--- config.mk ---
export PLATFORM = sky130hd
export DESIGN_NAME = mem_wb_stage_flat
export DESIGN_NICKNAME = d
export VERILOG_FILES = /design/src/rtl/cpu_pkg.sv /design/src/rtl/mem_wb_stage_if.sv /design/src/rtl/mem_wb_stage_wb_result_mux.sv /design/src/rtl/mem_wb_stage.sv /design/src/flat_wrapper.sv
export SDC_FILE = /design/constraint.sdc
export NUM_CORES = 1
export LEC_CHECK = 0
export BUFFER_PORTS_ARGS = -buffer_cell sky130_fd_sc_hd__buf_2
export CAP_MARGIN = 20
export CELL_PAD_IN_SITES_DETAIL_PLACEMENT = 1
export CELL_PAD_IN_SITES_GLOBAL_PLACEMENT = 1
export CORE_MARGIN = 8
export CORE_UTILIZATION = 37
export CTS_CLUSTER_DIAMETER = 60
export CTS_CLUSTER_SIZE = 40
export DETAILED_ROUTE_END_ITERATION = 16
export PLACE_DENSITY = 0.92
export REMOVE_ABC_BUFFERS = 1
export SLEW_MARGIN = 20
export SYNTH_ARGS = -nofsm -noshare
export SYNTH_HDL_FRONTEND = slang
export SYNTH_SLANG_ARGS = --single-unit
--- constraint.sdc ---
create_clock -name clock -period 9.1 [get_ports clock]
set_clock_uncertainty 0.2 [all_clocks]
set_input_delay 0.455 -clock clock [delete_from_list [all_inputs] [get_ports clock]]
set_output_delay 0.455 -clock clock [all_outputs]
set_load 0.01 [all_outputs]
--- src/rtl/cpu_pkg.sv ---
// Shared CPU definitions: datapath widths, the opcodes the MEM/WB stage
// decodes, and the MEM/WB handshake states.
package cpu_pkg;
    localparam int XLEN   = 32;
    localparam int REG_AW = 5;

    localparam logic [5:0] OP_LW  = 6'h23;
    localparam logic [5:0] OP_SW  = 6'h2B;
    localparam logic [5:0] OP_MUL = 6'h1C;

    typedef enum logic [1:0] {
        IDLE = 2'd0,
        REQ  = 2'd1,
        DONE = 2'd2
    } state_t;
endpackage

--- src/rtl/mem_wb_stage_if.sv ---
// Data-memory request/acknowledge bus between the MEM/WB stage (master)
// and the data memory (slave).
interface mem_wb_stage_if;
    import cpu_pkg::*;

    logic            mem_req;
    logic            mem_we;
    logic [XLEN-1:0] mem_addr;
    logic [XLEN-1:0] mem_wdata;
    logic            mem_ack;
    logic [XLEN-1:0] mem_rdata;

    modport master (
        output mem_req, mem_we, mem_addr, mem_wdata,
        input  mem_ack, mem_rdata
    );

    modport slave (
        input  mem_req, mem_we, mem_addr, mem_wdata,
        output mem_ack, mem_rdata
    );
endinterface

--- src/rtl/mem_wb_stage_wb_result_mux.sv ---
// Writeback result select: load data for loads, multiplier result for
// multiplies, ALU result for everything else.
module wb_result_mux
    import cpu_pkg::*;
(
    input  logic [5:0]      opcode,
    input  logic [XLEN-1:0] load_q,
    input  logic [XLEN-1:0] multiply,
    input  logic [XLEN-1:0] alu_out,
    output logic [XLEN-1:0] result
);
    always_comb begin
        result = alu_out;
        if (opcode == OP_LW) begin
            result = load_q;
        end else if (opcode == OP_MUL) begin
            result = multiply;
        end
    end
endmodule

--- src/rtl/mem_wb_stage.sv ---
// MEM/WB pipeline stage: runs one data-memory transaction for loads and
// stores while stalling upstream, then retires with a registered RF write.
module mem_wb_stage
    import cpu_pkg::*;
(
    input  logic              clock,
    input  logic              reset,
    input  logic [5:0]        opcode_d2,
    input  logic [REG_AW-1:0] rd_d2,
    input  logic              register_we_d2,
    input  logic              data_we_d2,
    input  logic [XLEN-1:0]   reg_rs1_d2,
    input  logic [XLEN-1:0]   sum_d2,
    input  logic [XLEN-1:0]   alu_out_d2,
    input  logic [XLEN-1:0]   multiply_d2,
    output logic              stall,
    mem_wb_stage_if.master    mem,
    output logic              wb_we,
    output logic [REG_AW-1:0] wb_rd,
    output logic [XLEN-1:0]   wb_data
);
    state_t            r_state;
    state_t            w_state_next;
    logic              r_mem_req;
    logic              r_mem_we;
    logic [XLEN-1:0]   r_mem_addr;
    logic [XLEN-1:0]   r_mem_wdata;
    logic [XLEN-1:0]   r_load_q;
    logic              r_wb_we;
    logic [REG_AW-1:0] r_wb_rd;
    logic [XLEN-1:0]   r_wb_data;

    logic              w_mem_op;
    logic              w_issue;
    logic              w_ack;
    logic              w_retire;
    logic [XLEN-1:0]   w_wb_data;

    assign w_mem_op = (opcode_d2 == OP_LW) || data_we_d2;

    always_ff @(posedge clock or posedge reset) begin
        if (reset) begin
            r_state <= IDLE;
        end else begin
            r_state <= w_state_next;
        end
    end

    // DONE always returns to IDLE so the held bundle cannot re-issue.
    always_comb begin
        w_state_next = r_state;
        case (r_state)
            IDLE:    if (w_mem_op) w_state_next = REQ;
            REQ:     if (mem.mem_ack) w_state_next = DONE;
            DONE:    w_state_next = IDLE;
            default: w_state_next = IDLE;
        endcase
    end

    always_comb begin
        stall    = 1'b0;
        w_issue  = 1'b0;
        w_ack    = 1'b0;
        w_retire = 1'b0;
        case (r_state)
            IDLE: begin
                stall    = w_mem_op;
                w_issue  = w_mem_op;
                w_retire = !w_mem_op;
            end
            REQ: begin
                stall = 1'b1;
                w_ack = mem.mem_ack;
            end
            DONE:    w_retire = 1'b1;
            default: ;
        endcase
    end

    wb_result_mux u_wb_result_mux (
        .opcode   (opcode_d2),
        .load_q   (r_load_q),
        .multiply (multiply_d2),
        .alu_out  (alu_out_d2),
        .result   (w_wb_data)
    );

    always_ff @(posedge clock or posedge reset) begin
        if (reset) begin
            r_mem_req   <= 1'b0;
            r_mem_we    <= 1'b0;
            r_mem_addr  <= '0;
            r_mem_wdata <= '0;
            r_load_q    <= '0;
            r_wb_we     <= 1'b0;
            r_wb_rd     <= '0;
            r_wb_data   <= '0;
        end else begin
            if (w_issue) begin
                r_mem_req   <= 1'b1;
                r_mem_we    <= data_we_d2;
                r_mem_addr  <= sum_d2;
                r_mem_wdata <= reg_rs1_d2;
            end else if (w_ack) begin
                r_mem_req <= 1'b0;
                r_load_q  <= mem.mem_rdata;
            end

            if (w_retire) begin
                // Stores never write the register file, whatever register_we says.
                r_wb_we   <= register_we_d2 && (rd_d2 != '0) && !data_we_d2;
                r_wb_rd   <= rd_d2;
                r_wb_data <= w_wb_data;
            end else begin
                r_wb_we <= 1'b0;
            end
        end
    end

    assign mem.mem_req   = r_mem_req;
    assign mem.mem_we    = r_mem_we;
    assign mem.mem_addr  = r_mem_addr;
    assign mem.mem_wdata = r_mem_wdata;
    assign wb_we         = r_wb_we;
    assign wb_rd         = r_wb_rd;
    assign wb_data       = r_wb_data;
endmodule

--- src/flat_wrapper.sv ---
// flat-port wrapper written by rule: the top's interface ports become plain ports
module mem_wb_stage_flat import cpu_pkg::*;
  (clock, reset, opcode_d2, rd_d2, register_we_d2, data_we_d2, reg_rs1_d2, sum_d2, alu_out_d2, multiply_d2, stall, wb_we, wb_rd, wb_data, mem_mem_req, mem_mem_we, mem_mem_addr, mem_mem_wdata, mem_mem_ack, mem_mem_rdata);
  mem_wb_stage_if mem_i ();
  input  logic clock;
  input  logic reset;
  input  logic [5:0] opcode_d2;
  input  logic [REG_AW-1:0] rd_d2;
  input  logic register_we_d2;
  input  logic data_we_d2;
  input  logic [XLEN-1:0] reg_rs1_d2;
  input  logic [XLEN-1:0] sum_d2;
  input  logic [XLEN-1:0] alu_out_d2;
  input  logic [XLEN-1:0] multiply_d2;
  output logic stall;
  output logic wb_we;
  output logic [REG_AW-1:0] wb_rd;
  output logic [XLEN-1:0] wb_data;
  output wire logic [$bits(mem_i.mem_req)-1:0] mem_mem_req;
  output wire logic [$bits(mem_i.mem_we)-1:0] mem_mem_we;
  output wire logic [$bits(mem_i.mem_addr)-1:0] mem_mem_addr;
  output wire logic [$bits(mem_i.mem_wdata)-1:0] mem_mem_wdata;
  input wire logic [$bits(mem_i.mem_ack)-1:0] mem_mem_ack;
  input wire logic [$bits(mem_i.mem_rdata)-1:0] mem_mem_rdata;
  assign mem_mem_req = mem_i.mem_req;
  assign mem_mem_we = mem_i.mem_we;
  assign mem_mem_addr = mem_i.mem_addr;
  assign mem_mem_wdata = mem_i.mem_wdata;
  assign mem_i.mem_ack = mem_mem_ack;
  assign mem_i.mem_rdata = mem_mem_rdata;
  mem_wb_stage u_core (.clock(clock), .reset(reset), .opcode_d2(opcode_d2), .rd_d2(rd_d2), .register_we_d2(register_we_d2), .data_we_d2(data_we_d2), .reg_rs1_d2(reg_rs1_d2), .sum_d2(sum_d2), .alu_out_d2(alu_out_d2), .multiply_d2(multiply_d2), .stall(stall), .mem(mem_i), .wb_we(wb_we), .wb_rd(wb_rd), .wb_data(wb_data));
endmodule
==> results of run 1 <==
[state kept, by name, indices dropped and copies added, names as in the netlist]
name,count
u_core.mem.mem_addr,32
u_core.mem.mem_req,1
u_core.mem.mem_wdata,32
u_core.wb_rd,5
u_core.r_load_q,32
u_core.r_state,2
u_core.wb_data,32
u_core.mem.mem_we,1
u_core.wb_we,1
[per-layer routing]
metal | vias to the layer above | wire, µm | GRT usage (%)
met5 | - | 10 | 0
met3 | 23 | 1790 | 7.59
li1 | 2363 | - | -
met1 | 2459 | 8320 | 23.3
met2 | 221 | 10800 | 36.4
met4 | 2 | 299 | 7.57
[power by group]
group,leakage (nW),total [mW],switching (mW),internal [mW]
Clock,0.316,0.750,0.284,0.466
Combinational,2.27,0.810,0.455,0.355
Sequential,1.66,1.05,0.161,0.894
Total,4.24,2.61,0.899,1.72
[final cells by class]
class / instances / area (µm²) / area share, %
inverters: 4 / 20.0 / 0.246
clock buffers: 17 / 425 / 5.24
repair buffers: 291 / 1490 / 18.3
well taps: 216 / 270 / 3.33
flip-flops and latches: 138 / 3450 / 42.5
clock inverters: 15 / 214 / 2.63
multi-input cells: 344 / 2240 / 27.6
diodes: 4 / 10.0 / 0.123
[worst max-delay path, delay by kind of cell, from the launching register on]
family,cells,cell delay (ns)
and+or+nand+nor,1,0.44
DFF,1,0.45
buffers and inverters,1,0.50
AOI/OAI and AO/OA,2,0.85
[Yosys cell counts, drive strengths merged]
master	instances	area [µm²]
o221ai	1	15.0
nand4b	1	15.0
nand3b	1	7.51
or4	1	7.51
and3	32	200
a211oi	32	240
nor4b	2	23.8
a31oi	1	6.26
nor3	1	16.3
o31ai	33	248
nand2	131	492
clkbuf	27	101
dfrtp	138	3450
buf	9	65.1
or3	2	12.5
o21ai	1	5.00
nor2	34	128
and2	1	6.26
inv	4	15.0
mux2	70	788
[logic make-up (layout without fill, tap and decap cells)]
group                  count (synthesis)  after routing  share of synthesized area (%)
multiplexers                          70             70                           13.5
other                                  0              4                              0
buffers and inverters                 40            327                           3.10
flip-flops                           138            138                           59.1
AO/OA/AOI/OAI                         68             68                           8.80
AND/OR/NAND/NOR                      206            206                           15.5
[per-stage QoR]
| step | total power, mW | setup WS [ns] | util (%) |
|---|---|---|---|
| after floorplan | 1.45 | 4.52 | - |
| after global placement | 1.81 | 6.42 | 47.7 |
| after detailed placement | 1.87 | 6.35 | 47.7 |
| after CTS | 2.65 | 6.46 | 51.8 |
| after global routing | 2.77 | 6.32 | 51.9 |
| final | 2.61 | 6.50 | 51.9 |
[worst max path at each step]
stage                      start                endpoint  slack (ns)  cells past startpoint
3_3_place_gp        opcode_d2[3]       u_core.wb_data[7]        6.42                      5
2_1_floorplan       opcode_d2[4]  u_core.mem.mem_addr[0]        4.52                      4
3_5_place_dp        opcode_d2[3]      u_core.wb_data[10]        6.35                      6
4_1_cts        u_core.r_state[1]      u_core.wb_data[21]        6.46                      5
5_1_grt        u_core.r_state[1]      u_core.wb_data[10]        6.32                      5
6_report       u_core.r_state[1]      u_core.wb_data[11]        6.50                      4
[repair_timing]
| action | in CTS | in global routing |
|---|---|---|
| endpoints found under the setup margin | 0 | 0 |
| hold buffers | 1 | 0 |
| endpoints found under the hold margin | 69 | 0 |
| buffers inserted | 0 | 0 |
==> results by group, run 1 <==
Synthesis
  • Post-Synthesis Cells: 522
  • Post-synthesis sequential area ratio: 59.1%
  • Yosys warnings: 0
  • Count of cell types in the netlist: 25
  • Register bit count reported by yosys: 138
  • Syn_area_per_cell: 11.2 µm²
  • Synthesized cell area: 5850 µm²

Critical path
  • R2r worst-path depth: 4
  • Worst path max stage delay: 0.69 ns
  • Startpoint Class: flip-flop
  • R2R Path Start: u_core.r_state[1]
  • Reg2Reg Capture Point: u_core.wb_data[11]
  • Worst setup EP type: flip-flop
  • R2r setup slk: 6.50 ns
  • CP required: 9.18 ns
  • Slowest-stage cell, CP: o221ai_4
  • WS Path Type: reg -> reg
  • Worst path cell trace: or3_1 -> o221ai_4 -> buf_4 -> o31ai_1
  • Critical Path AT: 2.67 ns
  • Worst-path fanout max: 40

Floorplanning
  • Row count: 46
  • Chip height: 142 µm
  • Initial Utilization: 37.3%
  • Die width: 142 µm
  • Core area: 15700 µm²
  • Die ar.: 20100 µm²
  • I/O pin cnt: 281

Clock tree
  • CTS buffer count: 17
  • Clk_lat worst skew: 0.41 ns
  • Clock Path Buffers: 2
  • Clk sinks: 138
  • Clk root buf: clkbuf_16
  • Clock transition at the registers of the reported paths: 0.06 ns
  • H-tree depth: 4
  • CTS tree: done
  • CTS resizes: 0

STA
  • Slew @ Worst Pin: 0.884 ns
  • Final Max Tran Viols: 0
  • Worst slew margin: 41.1%
  • Fmax: 385 MHz
  • Setup TNS Final: 0 ns
  • # setup viols final: 0
  • Final worst path period share: 28.5%
  • RSZ-0062 raised after global routing: false
  • Hold Vio Cnt, Final: 0
  • WHS: 0.0297 ns
  • Final min period: 2.60 ns

Global routing
  • First-pass GRT wire length: 32200 µm
  • Initial antenna violation count: 4
  • Total global-route track usage: 21.0%
  • Overflow left after global routing: 0
  • Largest net degree at the start of global routing: 71
  • Vias in the first global route: 5581

Placed design
  • DP Wirelength: 15300 µm
  • Area post-placement: 7460 µm²
  • PortBufs: 280
  • Placed cells: 992
  • GPL Wtd Cong: 0.755

Finish
  • Non-Filler Instances: 1029
  • Syn-to-layout area delta: 38.9%
  • Fillers: 1805
  • Share of cells above drive strength 1: 45.7%
  • Most common cell after layout, fill and taps aside: buf_2
  • Design area: 8120 µm²
  • Most frequent cells in the layout: 280 x buf_2, 138 x dfrtp_1, 131 x nand2_1
  • Final #Nets: 972

Drt
  • Post-route DRC: 0
  • Routed length per instance: 20.6 µm
  • Vias: 5068
  • Antenna viol nets, final: 0
  • Drt initial violations: 174
  • Via density: 4.93
  • Total Wirelength: 21200 µm
  • Drt first pass iters: 4

Pwr
  • Pwr per Cell Area: 322 nW/µm²
  • Max VDD drop: 0.138 mV
  • Lkg Pwr: 4.24 nW

Run status
  • Status: finished, final reports clean

Worst hold path
  • Hold Path End: u_core.r_load_q[4]
  • Hold Path Stages: 3
  • Hold Startpoint: mem_mem_rdata[4]
  • HP Class: in -> reg

Job
  • Max-cap viol count: 0
No activity file was read; power rests on OpenSTA's default activity.
==> run 2, diff against run 1 <==
--- a/config.mk
+++ b/config.mk
@@ -10,11 +10,11 @@
 export CELL_PAD_IN_SITES_DETAIL_PLACEMENT = 1
 export CELL_PAD_IN_SITES_GLOBAL_PLACEMENT = 1
 export CORE_MARGIN = 8
-export CORE_UTILIZATION = 37
+export CORE_UTILIZATION = 34
 export CTS_CLUSTER_DIAMETER = 60
 export CTS_CLUSTER_SIZE = 40
 export DETAILED_ROUTE_END_ITERATION = 16
-export PLACE_DENSITY = 0.92
+export PLACE_DENSITY = 0.86
 export REMOVE_ABC_BUFFERS = 1
 export SLEW_MARGIN = 20
 export SYNTH_ARGS = -nofsm -noshare
==> constraint.sdc (replaced) <==
create_clock -name clock -period 2.55 [get_ports clock]
set_clock_uncertainty 0.2 [all_clocks]
set_input_delay 0.1275 -clock clock [delete_from_list [all_inputs] [get_ports clock]]
set_output_delay 0.1275 -clock clock [all_outputs]
set_load 0.01 [all_outputs]
==> results by group, run 2 (synthesized netlist as in run 1, its figures left out) <==
Run status
  • Status: finished, final reports clean

Placed design
  • GPL Wtd Cong: 0.754
  • DP Wirelength: 15300 µm
  • PortBufs: 280
  • DP Worst Slack: 0.531 ns

Clock tree
  • CTS buffer count: 17
  • Clk sinks: 138
  • Clk root buf: clkbuf_16
  • Clock transition at the registers of the reported paths: 0.06 ns
  • Clock Path Buffers: 2
  • Postcts setup bufs: 0
  • CTS tree: done
  • Clk_lat worst skew: 0.41 ns
  • H-tree depth: 4

Drt
  • Vias: 5978
  • Antenna viol nets, final: 0
  • Drt first pass iters: 5
  • Post-route DRC: 0
  • Routed length per instance: 22.8 µm
  • Total Wirelength: 27000 µm
  • Via density: 5.05
  • Drt initial violations: 249

Finish
  • Most common cell after layout, fill and taps aside: buf_2
  • Syn-to-layout area delta: 64.0%
  • Final #Nets: 1117
  • Share of cells above drive strength 1: 38.9%
  • Most frequent cells in the layout: 280 x buf_2, 144 x dlygate4sd3_1, 138 x dfrtp_1

Floorplanning
  • Die width: 147 µm
  • Core area: 17100 µm²
  • Chip height: 147 µm
  • Row count: 48
  • Initial Utilization: 34.3%
  • Die ar.: 21600 µm²
  • I/O pin cnt: 281

Critical path
  • Worst path cell trace: or3_1 -> o221ai_4 -> nor4b_1 -> dlygate4sd3_1
  • Worst-path fanout max: 7
  • Worst path max stage delay: 0.59 ns
  • Startpoint Class: flip-flop
  • CP delay by family, top: buffers and inverters
  • Crit. Startpoint: u_core.r_state[1]
  • WS Path Type: reg -> reg
  • R2R Path Start: u_core.r_state[1]
  • Buffers and inverters on the worst path: 1
  • CP required: 2.63 ns
  • Worst setup EP type: flip-flop
  • Critical Path AT: 2.30 ns
  • Slowest-stage cell, CP: dlygate4sd3_1

STA
  • Final worst path period share: 87.1%
  • Fmax: 450 MHz
  • # setup viols final: 0
  • Hold Vio Cnt, Final: 0
  • Setup TNS Final: 0 ns
  • Worst Setup Slack, final: 0.328 ns
  • Final Max Tran Viols: 0
  • Slew @ Worst Pin: 0.634 ns
  • Worst slew margin: 57.7%
  • Final min period: 2.22 ns
  • RSZ-0062 raised after global routing: false

Pwr
  • Max VDD drop: 0.490 mV
  • Lkg Pwr: 4.84 nW
  • Total power: 9.62 mW
  • Pwr per Cell Area: 1000 nW/µm²

Global routing
  • Total global-route track usage: 24.9%
  • Initial antenna violation count: 5
  • Overflow left after global routing: 0
  • Largest net degree at the start of global routing: 66
  • First-pass GRT wire length: 41800 µm
  • Vias in the first global route: 6979

Worst hold path
  • HP Class: in -> reg
  • Hold Startpoint: multiply_d2[23]

Job
  • Max-cap viol count: 0
## run 2: cell types whose count changed in the layout (fill, tap and decap cells not counted), sizes merged
cell,delta
dlygate4sd3,+143
clkinvlp,+3
buf,+2
inv,-2
bufinv,-1
clkinv,-1
diode,+1
## run 2: final timing paths
kind	depth (start not counted)	slack, ns	to
min reg2reg	2	0.28	u_core.wb_data[17]
min in group asynchronous	3	0.20	u_core.mem.mem_wdata[5]
max	4	0.33	u_core.wb_we
max in group asynchronous	4	1.22	u_core.wb_data[6]
max reg2reg	4	0.33	u_core.wb_we
min	4	0.02	u_core.wb_data[23]
## run 2: timing repair
action                                 in CTS  in global routing
gates resized for setup                     0                  0
hold buffers                              144                  0
endpoints found under the hold margin     199                  0
## run 2: power breakdown
group / total, mW / switching (mW) / internal [mW] / leakage (nW)
combinational: 3.25 / 1.80 / 1.45 / 2.90
clock: 2.55 / 1.01 / 1.54 / 0.286
sequential: 3.82 / 0.631 / 3.19 / 1.66
## run 2: worst min-delay path, cell delays in order
cell and delay, ns:
buf_2 0.07, and3_1 0.14, a211oi_1 0.05, o31ai_1 0.20
## run 2: per-stage QoR
step	utilization, %	hold slack, ns	cell area (µm²)	instances
6_report	56.2	0.0180	9590	1183
5_1_grt	56.2	0.0283	9590	1183
4_1_cts	56.1	0.000575	9580	1178
3_5_place_dp	44.2	0.0676	7540	1003
3_3_place_gp	44.2	0.0682	7540	1003
2_1_floorplan	-	-0.00160	5680	486
## run 2: cell type report
class | count | area (µm²)
Sequential cell | 138 | 3450
Multi-Input combinational cell | 344 | 2240
Antenna cell | 5 | 12.5
Clock buffer | 17 | 425
Tap cell | 225 | 282
Clock inverter | 14 | 171
Fill cell | 1855 | 7470
Timing Repair Buffer | 436 | 2980
Inverter | 4 | 20.0
## run 2: routing by layer
metal  vias up  routed length (µm)  share of wire [%]  track usage, %
met5         -                   0                  0               0
met4         0                 627                2.3            9.33
met3        44                2320                8.6            8.74
met2       295               13500                 50            41.8
met1      2985               10500                 39            28.6
li1       2654                   -                  -               -
